File: src/rtl/morse_pkg.sv
// Shared definitions for the Morse key encoder: element and code constants,
// frame geometry and the keying FSM state type.
package morse_pkg;

    localparam int SEQ_W       = 10;
    localparam int FRAME_CHARS = 16;
    localparam int FRAME_W     = SEQ_W * FRAME_CHARS;
    localparam int ELEMS       = 5;

    localparam logic [1:0] ELEM_DOT   = 2'b00;
    localparam logic [1:0] ELEM_DASH  = 2'b01;
    localparam logic [1:0] ELEM_SPACE = 2'b10;
    localparam logic [1:0] ELEM_NONE  = 2'b11;

    localparam logic [SEQ_W-1:0] CODE_SPACE   = {ELEM_SPACE, {(ELEMS-1){ELEM_NONE}}};
    localparam logic [SEQ_W-1:0] CODE_INVALID = '1;

    typedef enum logic [1:0] {
        ST_IDLE,
        ST_PRESS,
        ST_GAP,
        ST_WORD
    } morse_state_t;

    // Element idx occupies the idx-th 2-bit field counting from the MSB end.
    function automatic logic [SEQ_W-1:0] put_elem(input logic [SEQ_W-1:0] code,
                                                  input logic [2:0]       idx,
                                                  input logic [1:0]       elem);
        logic [SEQ_W-1:0] r;
        r = code;
        for (int i = 0; i < ELEMS; i++) begin
            if (idx == 3'(i)) begin
                r[SEQ_W-1-2*i -: 2] = elem;
            end
        end
        return r;
    endfunction

endpackage

File: src/rtl/morse_key_debounce.sv
// Synchronises the raw telegraph key and accepts a new level only after it
// has been sampled DEBOUNCE_CYCLES times in a row.
module morse_key_debounce #(
    parameter int DEBOUNCE_CYCLES = 16
) (
    input  logic clk,
    input  logic rst_n,
    input  logic key,
    output logic key_db
);

    localparam int DB_W = $clog2(DEBOUNCE_CYCLES + 1);

    logic            sync1;
    logic            sync2;
    logic [DB_W-1:0] db_cnt;

    // The run counter restarts whenever the synchronised level agrees with key_db,
    // so any glitch shorter than the debounce window never reaches key_db.
    always_ff @(posedge clk or negedge rst_n) begin
        if (!rst_n) begin
            sync1  <= 1'b0;
            sync2  <= 1'b0;
            key_db <= 1'b0;
            db_cnt <= '0;
        end else begin
            sync1 <= key;
            sync2 <= sync1;
            if (sync2 == key_db) begin
                db_cnt <= '0;
            end else if (db_cnt == DB_W'(DEBOUNCE_CYCLES - 1)) begin
                key_db <= sync2;
                db_cnt <= '0;
            end else begin
                db_cnt <= db_cnt + 1'b1;
            end
        end
    end

endmodule

File: src/rtl/morse_key_encoder.sv
// Times debounced key presses, builds 10-bit Morse sequence codes and packs
// sixteen of them into a 160-bit frame handed over with a valid/ready handshake.
module morse_key_encoder
    import morse_pkg::*;
#(
    parameter int UNIT_CYCLES     = 1000,
    parameter int DEBOUNCE_CYCLES = 16,
    parameter int CNT_W           = 16
) (
    input  logic               clk,
    input  logic               rst_n,
    input  logic               key,
    input  logic               flush,
    output logic [FRAME_W-1:0] sequences,
    output logic               frame_valid,
    input  logic               frame_ready,
    output logic [4:0]         char_count,
    output logic               overflow
);

    localparam logic [CNT_W-1:0] DASH_MIN = CNT_W'(2 * UNIT_CYCLES);
    localparam logic [CNT_W-1:0] CHAR_GAP = CNT_W'(3 * UNIT_CYCLES);
    localparam logic [CNT_W-1:0] WORD_GAP = CNT_W'(7 * UNIT_CYCLES);
    localparam logic [4:0]       FULL     = 5'(FRAME_CHARS);

    logic             key_db;
    logic             key_db_q;
    logic             key_rise;
    logic             key_fall;
    logic [CNT_W-1:0] dur_cnt;

    morse_state_t     state;
    morse_state_t     next_state;
    logic             commit;
    logic [SEQ_W-1:0] commit_code;
    logic             store_elem;
    logic             store_dash;
    logic             clear_char;

    logic [SEQ_W-1:0] elems;
    logic [2:0]       elem_idx;
    logic             char_bad;

    logic [FRAME_W-1:0] acc;
    logic [FRAME_W-1:0] acc_next;
    logic [FRAME_W-1:0] seq_next;
    logic [4:0]         count_next;
    logic               valid_next;
    logic               ovf_next;
    logic               flush_pend;
    logic               flush_next;
    logic               flush_act;
    logic               emit;

    morse_key_debounce #(
        .DEBOUNCE_CYCLES(DEBOUNCE_CYCLES)
    ) u_debounce (
        .clk   (clk),
        .rst_n (rst_n),
        .key   (key),
        .key_db(key_db)
    );

    assign key_rise = key_db & ~key_db_q;
    assign key_fall = ~key_db & key_db_q;

    // dur_cnt restarts at 1 on each edge, so at the next edge it equals the
    // length of the level just ended, in cycles.
    always_ff @(posedge clk or negedge rst_n) begin
        if (!rst_n) begin
            key_db_q <= 1'b0;
            dur_cnt  <= '0;
        end else begin
            key_db_q <= key_db;
            if (key_rise || key_fall) begin
                dur_cnt <= CNT_W'(1);
            end else if (dur_cnt != '1) begin
                dur_cnt <= dur_cnt + 1'b1;
            end
        end
    end

    always_ff @(posedge clk or negedge rst_n) begin
        if (!rst_n) begin
            state <= ST_IDLE;
        end else begin
            state <= next_state;
        end
    end

    // A gap timeout and a new press can land in the same cycle; the commit
    // still happens and the new press is not lost.
    always_comb begin
        next_state  = state;
        commit      = 1'b0;
        commit_code = CODE_INVALID;
        store_elem  = 1'b0;
        store_dash  = 1'b0;
        clear_char  = 1'b0;
        case (state)
            ST_IDLE: begin
                if (key_rise) next_state = ST_PRESS;
            end
            ST_PRESS: begin
                if (key_fall) begin
                    store_elem = 1'b1;
                    store_dash = (dur_cnt >= DASH_MIN);
                    next_state = ST_GAP;
                end
            end
            ST_GAP: begin
                if (dur_cnt == CHAR_GAP) begin
                    commit      = 1'b1;
                    commit_code = char_bad ? CODE_INVALID : elems;
                    clear_char  = 1'b1;
                    next_state  = key_rise ? ST_PRESS : ST_WORD;
                end else if (key_rise) begin
                    next_state = ST_PRESS;
                end
            end
            ST_WORD: begin
                if (dur_cnt == WORD_GAP) begin
                    commit      = 1'b1;
                    commit_code = CODE_SPACE;
                    next_state  = key_rise ? ST_PRESS : ST_IDLE;
                end else if (key_rise) begin
                    next_state = ST_PRESS;
                end
            end
            default: next_state = ST_IDLE;
        endcase
    end

    always_ff @(posedge clk or negedge rst_n) begin
        if (!rst_n) begin
            elems    <= '1;
            elem_idx <= '0;
            char_bad <= 1'b0;
        end else if (clear_char) begin
            elems    <= '1;
            elem_idx <= '0;
            char_bad <= 1'b0;
        end else if (store_elem) begin
            if (elem_idx < 3'(ELEMS)) begin
                elems    <= put_elem(elems, elem_idx, store_dash ? ELEM_DASH : ELEM_DOT);
                elem_idx <= elem_idx + 1'b1;
            end else begin
                char_bad <= 1'b1;
            end
        end
    end

    assign flush_act = flush_pend && (state == ST_IDLE || state == ST_WORD);
    assign emit      = !frame_valid && ((char_count == FULL) || (flush_act && char_count != 5'd0));

    // An emit empties the accumulator first, so a commit in the same cycle
    // lands in slot 0 of the next frame instead of being dropped.
    always_comb begin
        acc_next   = acc;
        count_next = char_count;
        seq_next   = sequences;
        valid_next = frame_valid;
        ovf_next   = overflow;
        flush_next = flush_pend;
        if (frame_valid && frame_ready) begin
            valid_next = 1'b0;
        end
        if (emit) begin
            seq_next   = acc;
            valid_next = 1'b1;
            acc_next   = '1;
            count_next = 5'd0;
        end
        if (commit) begin
            if (count_next < FULL) begin
                for (int i = 0; i < FRAME_CHARS; i++) begin
                    if (count_next == 5'(i)) begin
                        acc_next[FRAME_W-1-SEQ_W*i -: SEQ_W] = commit_code;
                    end
                end
                count_next = count_next + 5'd1;
            end else begin
                ovf_next = 1'b1;
            end
        end
        if (flush) begin
            flush_next = 1'b1;
        end else if (flush_act && (char_count == 5'd0 || emit)) begin
            flush_next = 1'b0;
        end
    end

    always_ff @(posedge clk or negedge rst_n) begin
        if (!rst_n) begin
            acc         <= '1;
            char_count  <= 5'd0;
            sequences   <= '1;
            frame_valid <= 1'b0;
            overflow    <= 1'b0;
            flush_pend  <= 1'b0;
        end else begin
            acc         <= acc_next;
            char_count  <= count_next;
            sequences   <= seq_next;
            frame_valid <= valid_next;
            overflow    <= ovf_next;
            flush_pend  <= flush_next;
        end
    end

endmodule

File: config.mk
export PLATFORM = sky130hd
export DESIGN_NAME = morse_key_encoder
export DESIGN_NICKNAME = d
export VERILOG_FILES = /design/src/rtl/morse_pkg.sv /design/src/rtl/morse_key_debounce.sv /design/src/rtl/morse_key_encoder.sv
export SDC_FILE = /design/constraint.sdc
export NUM_CORES = 1
export LEC_CHECK = 0
export CORE_ASPECT_RATIO = 1.25
export CORE_MARGIN = 1
export CORE_UTILIZATION = 24
export CTS_BUF_LIST = sky130_fd_sc_hd__clkbuf_8
export DETAILED_ROUTE_END_ITERATION = 12
export DONT_BUFFER_PORTS = 1
export GPL_ROUTABILITY_DRIVEN = 0
export GPL_TIMING_DRIVEN = 1
export SYNTH_ARGS = -nofsm -noshare
export SYNTH_HDL_FRONTEND = slang
export SYNTH_SLANG_ARGS = --single-unit
File: constraint.sdc
create_clock -name clk -period 3.1 [get_ports clk]
set_input_delay 0.31 -clock clk [delete_from_list [all_inputs] [get_ports clk]]
set_output_delay 0.31 -clock clk [all_outputs]
set_load 0.01 [all_outputs]
* After elaboration in Yosys (flattened, before gate mapping)
Cells that the tools add are included.
Widths: inputs -> output; s select.
** Word-level totals
- Flip-flop bits (word level) :: 369
- Input port bits :: 5
- Output and inout bits :: 167
** Cells by class
- $add $sub $neg :: 4
- $lt $le $gt $ge :: 3
- Equality and inequality tests :: 30
- Mux-type cells :: 64
- Bitwise gates (word level) :: 6
- Reduce and logical (&&, ||, !) cells :: 34
** Operator list (count)
- $mux 160 :: 3
- $mux 10 :: 21
- $eq 5x4->1 const B :: 9
- $mux 16 :: 2
- $mux 5 :: 5
- $eq 5x3->1 const B :: 4
- $mux 2 :: 10
- $pmux 10 s2 :: 1
- $reduce_bool 2->1 :: 10
- $add 16x1->16 const B :: 1
- $eq 16x12->1 const B :: 1
- $eq 16x13->1 const B :: 1
- $ge 16x11->1 const B :: 1
- $mux 1 :: 16
- $ne 16x16->1 const B :: 1
- $reduce_and 3->1 :: 5
- $add 5x1->5 const B :: 2
- $eq 5x2->1 const B :: 2
- $logic_not 5->1 :: 2
- $mux 3 :: 3
- $mux 9 :: 1
- $pmux 2 s4 :: 1
- $reduce_and 2->1 :: 4
- $eq 3x2->1 const B :: 2
- other kinds (20) :: 33

* Longest topological paths before layout
- Depth after elaboration :: 11
- Gate-level depth with buffers :: 9
- Depth with buffers taken out :: 7

* By module
From an unflattened synthesis, not the netlist that was laid out.
** Second synthesis, totals
- Cell total of the unflattened synthesis :: 1175
- Area, all modules :: 15622.5 µm²
** By module, submodules not included
- morse_key_encoder :: instances 1, cells each 1152, area an instance 15310.9 µm², seq. area each 9446.6 µm²
- morse_key_debounce :: instances 1, cells each 23, area an instance 311.5 µm², seq. area each 200.2 µm²

* Least setup slack after synthesis
No wires, ideal clock.
- Path kind :: register to register
- Start point :: register char_count[0]
- End point :: register sequences[100]
- Data arrival time :: 2.192 ns
- Data required time :: 3.015 ns
- Path slack :: 0.823 ns
- Stages on the path, launching flop included :: 8
- Buffers on the path :: 3
- Period minus slack after synthesis :: 2.277 ns
- Cells stage by stage :: dfrtp_1 -> buf_6 -> or4_1 -> a21o_1 -> a21oi_4 -> buf_8 -> buf_8 -> mux2_1
** Between the ends
- Cells in the longest elaborated chain, start to end :: 4
** Ends and longest elaborated chain
- from (decl) :: RTL line morse_key_encoder.sv:17 : output logic [4:0] char_count,
- from (signal assigned) :: RTL line morse_key_encoder.sv:203 : char_count <= count_next;
- $reduce_bool 5->1 :: RTL line morse_key_encoder.sv:154 : assign emit = !frame_valid && ((char_count == FULL) || (flush_act && char_count != 5'd0));
- $logic_and 1x1->1 :: RTL line morse_key_encoder.sv:154
- $logic_or 1x1->1 * :: RTL line morse_key_encoder.sv:154
- $logic_and 1x1->1 * :: RTL line morse_key_encoder.sv:154
- to (signal assigned) :: RTL line morse_key_encoder.sv:204 : sequences <= seq_next;
- to (decl) :: RTL line morse_key_encoder.sv:14 : output logic [FRAME_W-1:0] sequences,
Every way passes the cells marked *; elsewhere a longest branch is shown, timed or not.
A chain may end at the register's enable or synchronous reset.

* Worst setup path after layout
- Start point :: register state[1]
- End point :: register acc[60]
** Between the ends
- Cells in the longest elaborated chain, start to end :: 11
** Ends and longest elaborated chain
- from (decl) :: RTL line morse_key_encoder.sv:32 : morse_state_t state;
- from (signal assigned) :: RTL line morse_key_encoder.sv:87 : state <= next_state;
- parallel branches: the longest is 10 deep, another holds $lt 5x5->1
- $mux 160 * :: RTL line morse_key_encoder.sv:174 : if (commit) begin
- net acc_next[60] :: RTL line morse_key_encoder.sv:45 : logic [FRAME_W-1:0] acc_next;
- to (signal assigned) :: RTL line morse_key_encoder.sv:202 : acc <= acc_next;
- to (decl) :: RTL line morse_key_encoder.sv:44 : logic [FRAME_W-1:0] acc;
Mark *: on every way through the listed nets, which the timed path passes.

==> results by group <==
Outcome
  • Status: finished with violations
  • Failing checks: hold timing

STA
  • Clk_skew: 53.1 ps
  • Final worst slack: roughly 290 ps
  • Final worst path period share: 90.6%
  • Fmax: between 300 and 400 MHz
  • # setup viols final: 0
  • Worst hold slack: -619 ps
  • Setup TNS: 0 ps
  • Final-report hold violation count: 256
  • Tightest Pin Transition: approximately 1000 ps
  • Min cycle time layout: roughly 2800 ps
  • Pins Over Slew Limit: 0
  • RSZ-0062 raised after global routing: false
  • Relative slew slack: between 30% and 40%

Yosys
  • Post-synth EDFFs: 0
  • Register area share after synthesis: about 62%
  • Most common cell in the netlist: dfstp_2
  • Syn nets: roughly 1,200
  • Cells after synthesis: ~1,200
  • Synthesized area: roughly 15,000 um^2
  • Yosys reg bits: 369
  • Top post-synthesis cells by count: dfstp_2, a21oi_1, nor3_1, mux2_1, nand2_1
  • Top post-synthesis cells by area: dfstp_2, mux2_1, dfrtp_1
  • Fraction of registers with async set/reset: between 90% and 100%
  • YS warnings: 0
  • Predominant post-synthesis flop cell: dfstp_2
  • Synth area leader: dfstp_2
  • Top cell type's share of synthesized area: a little under three fifths
  • Netlist cell types: 61
  • Mean Syn Cell Area: around 13 um^2

Power
  • Internal power: around 7500 uW
  • Comb power frac: between 1 and 1.5%
  • Clk pwr share: roughly 47%
  • Seq pwr share: between 50 and 60%
  • Max VDD drop: between 0.2 and 0.3 mV
  • Sw frac: 22.4%
  • Pwr/cell area: around 540 nW/um^2
  • Total power: 9650 uW
  • Psw: 2160 uW
  • Leak pwr: 0.00727 uW

Drt
  • Detailed Routing Iterations Pass 1: 5
  • Final wirelength: between 30,000 and 40,000 um
  • WL met3: between 2000 and 3000 um
  • Post-DR wirelength/cell: 18.4 um
  • Post-DRT Antenna Nets: 0
  • DRC errors left: 0
  • Detailed Route Iter0 Violations: roughly 430
  • Via/cell ratio: roughly 4.4
  • Metal2 WL: just under 20,000 um
  • M1 WL: ~16,000 um
  • Vias: about 9,500
  • DR top layer: met5

Critical path
  • Crit start category: flop
  • CP Data Arrival Time: between 3000 and 4000 ps
  • CP max-delay cell: or3_2
  • Crit path max-delay family: simple AND/OR/NAND/NOR gates
  • Slowest stage delay, CP: 750 ps
  • Cells along the critical path: ha_1 > inv_1 > or3_2 > a2111oi_2 > buf_4 > nor3_1 > a21oi_1
  • CP required: roughly 3700 ps
  • Critical Path Sink Type: flop
  • WP buf/inv: 2
  • WS Path Type: flop to flop
  • Peak fanout along the critical path: 20

Floorplan
  • Initial Utilization: around a quarter
  • Die height: 286 um
  • Die area: between 60,000 and 70,000 um^2
  • Cell Rows: 103
  • Die W: 229 um
  • Top Ports: 172
  • Core box area: approximately 63,000 um^2

Clock network
  • Clock sinks: between 300 and 400
  • CTS hold repair buffers: 3
  • Skew-Pair Late Insertion Delay: roughly 670 ps
  • Clock root buffer: clkbuf_8
  • H-tree depth: 2
  • Max Buffers Root-to-Sink: 3
  • Clock transition at path regs: around 70 ps
  • CTS tree: built
  • CTS Buf Count: 61

Finish
  • Fillcell total: 6,476
  • Nets: between 1,000 and 1,500
  • Share of layout cells above drive strength 1: about 43%
  • Area growth, synth to finish: 15.9%

Place
  • Pre-CTS WS: around 220 ps
  • Detail Placement HPWL: about 26,000 um
  • Port bufs: 0

Worst hold path
  • Worst min path class: input port to asynchronous set/reset pin

GRT
  • Largest net degree at the start of global routing: 370
  • Vias in the first global route: 9,680
  • GRT Util Overall: roughly 12%
  • Initial antenna violation count: 2
  • First-pass GRT wire length: between 60,000 and 70,000 um
  • Total gr overflow: 0

Run
  • Max-Cap Viols: 0
[cells in the final DEF (no fill, tap or decap), types with 6 or more instances in the layout]
cell type | netlist | final
nor2_1 | 28 | 28
nand2b_1 | 12 | 12
nor3_1 | 165 | 165
ha_1 | 14 | 14
a2111oi_2 | 0 | 13
mux2_2 | 31 | 31
o21ai_0 | 6 | 6
nor4_4 | 0 | 7
inv_1 | 13 | 34
mux2_1 | 129 | 129
buf_4 | 15 | 54
nand3_1 | 24 | 23
a21oi_1 | 170 | 170
nand2_1 | 41 | 41
clkbuf_8 | 0 | 79
dfstp_2 | 330 | 330
clkinv_2 | 0 | 7
dfrtp_1 | 39 | 39
xnor2_1 | 10 | 10
[metrics by stage]
step,instance area [um^2],util (%),hold WS [ps],std cells
2_1_floorplan,15500,-,14.4,1217
3_3_place_gp,16600,26.1,31.6,2018
3_5_place_dp,16600,26.1,32.8,2018
4_1_cts,17900,28.3,-729,2134
5_1_grt,17900,28.3,-677,2134
6_report,17900,28.3,-619,2138
[sequential cells by signal (all words and copies together) (netlist names)]
signal             count
elems                 10
u_debounce.key_db      1
u_debounce.sync1       1
overflow               1
u_debounce.db_cnt      5
frame_valid            1
flush_pend             1
acc                  160
key_db_q               1
elem_idx               3
sequences            160
char_bad               1
char_count             5
u_debounce.sync2       1
dur_cnt               16
state                  2
[what timing repair did]
action                                 4_1_cts  5_1_grt
resized for setup                            0        1
endpoints found under the hold margin      372      369
setup endpoints to repair                    0        9
buffers inserted                             0        0
[layout make-up]
| type | instances | area (um^2) | area share, % |
|---|---|---|---|
| Timing Repair Buffer | 61 | 515 | 2.87 |
| Antenna cell | 4 | 10.0 | 0.0558 |
| Sequential cell | 369 | 9650 | 53.8 |
| Multi-Input combinational cell | 737 | 5330 | 29.7 |
| Tap cell | 840 | 1050 | 5.86 |
| Clock buffer | 79 | 1090 | 6.06 |
| Inverter | 14 | 52.6 | 0.293 |
| Clock inverter | 34 | 245 | 1.37 |
[kinds of logic after synthesis]
| kind of cell | synth area share (%) |
|---|---|
| multiplexers | 12.0 |
| AND/OR/NAND/NOR | 11.0 |
| flip-flops | 62.3 |
| adder cells (fa/ha/maj) | 1.13 |
| AO/OA/AOI/OAI | 8.44 |
| buffers and inverters | 4.38 |
| XOR/XNOR | 0.792 |
[metal layers]
layer	up-vias	GRT usage [%]
met4	2	3.67
met1	4808	14.5
li1	4412	-
met5	-	0
met3	54	3.70
met2	214	20.5
[power groups by stage]
| stage | Combinational [uW] | Sequential, uW | Clock, uW |
|---|---|---|---|
| floorplan | 104 | 5000 | 0 |
| finish | 121 | 4960 | 4570 |
| detailed placement | 118 | 5030 | 0 |
| global route | 139 | 4970 | 4950 |
| global placement | 113 | 5020 | 0 |
| CTS | 123 | 4960 | 4750 |
[path summary, 6_finish.rpt]
kind	from	end	slack [ps]	depth (start not counted)
max reg2reg	state[1]	acc[60]	290	7
min in group clk	key	u_debounce.sync1	190	1
max in group asynchronous	rst_n	sequences[81]	2990	0
min	rst_n	frame_valid	-620	0
max	state[1]	acc[60]	290	7
min reg2reg	u_debounce.sync1	u_debounce.sync2	430	0
[worst register-to-register path, delay by kind of cell (launching register included)]
kind | cells | cell delay (ps)
simple gates | 2 | 820
compound gates | 2 | 780
buf+inv | 2 | 420
flops | 1 | 400
fa+ha+maj | 1 | 310
Power figures use the tool's default switching activity.
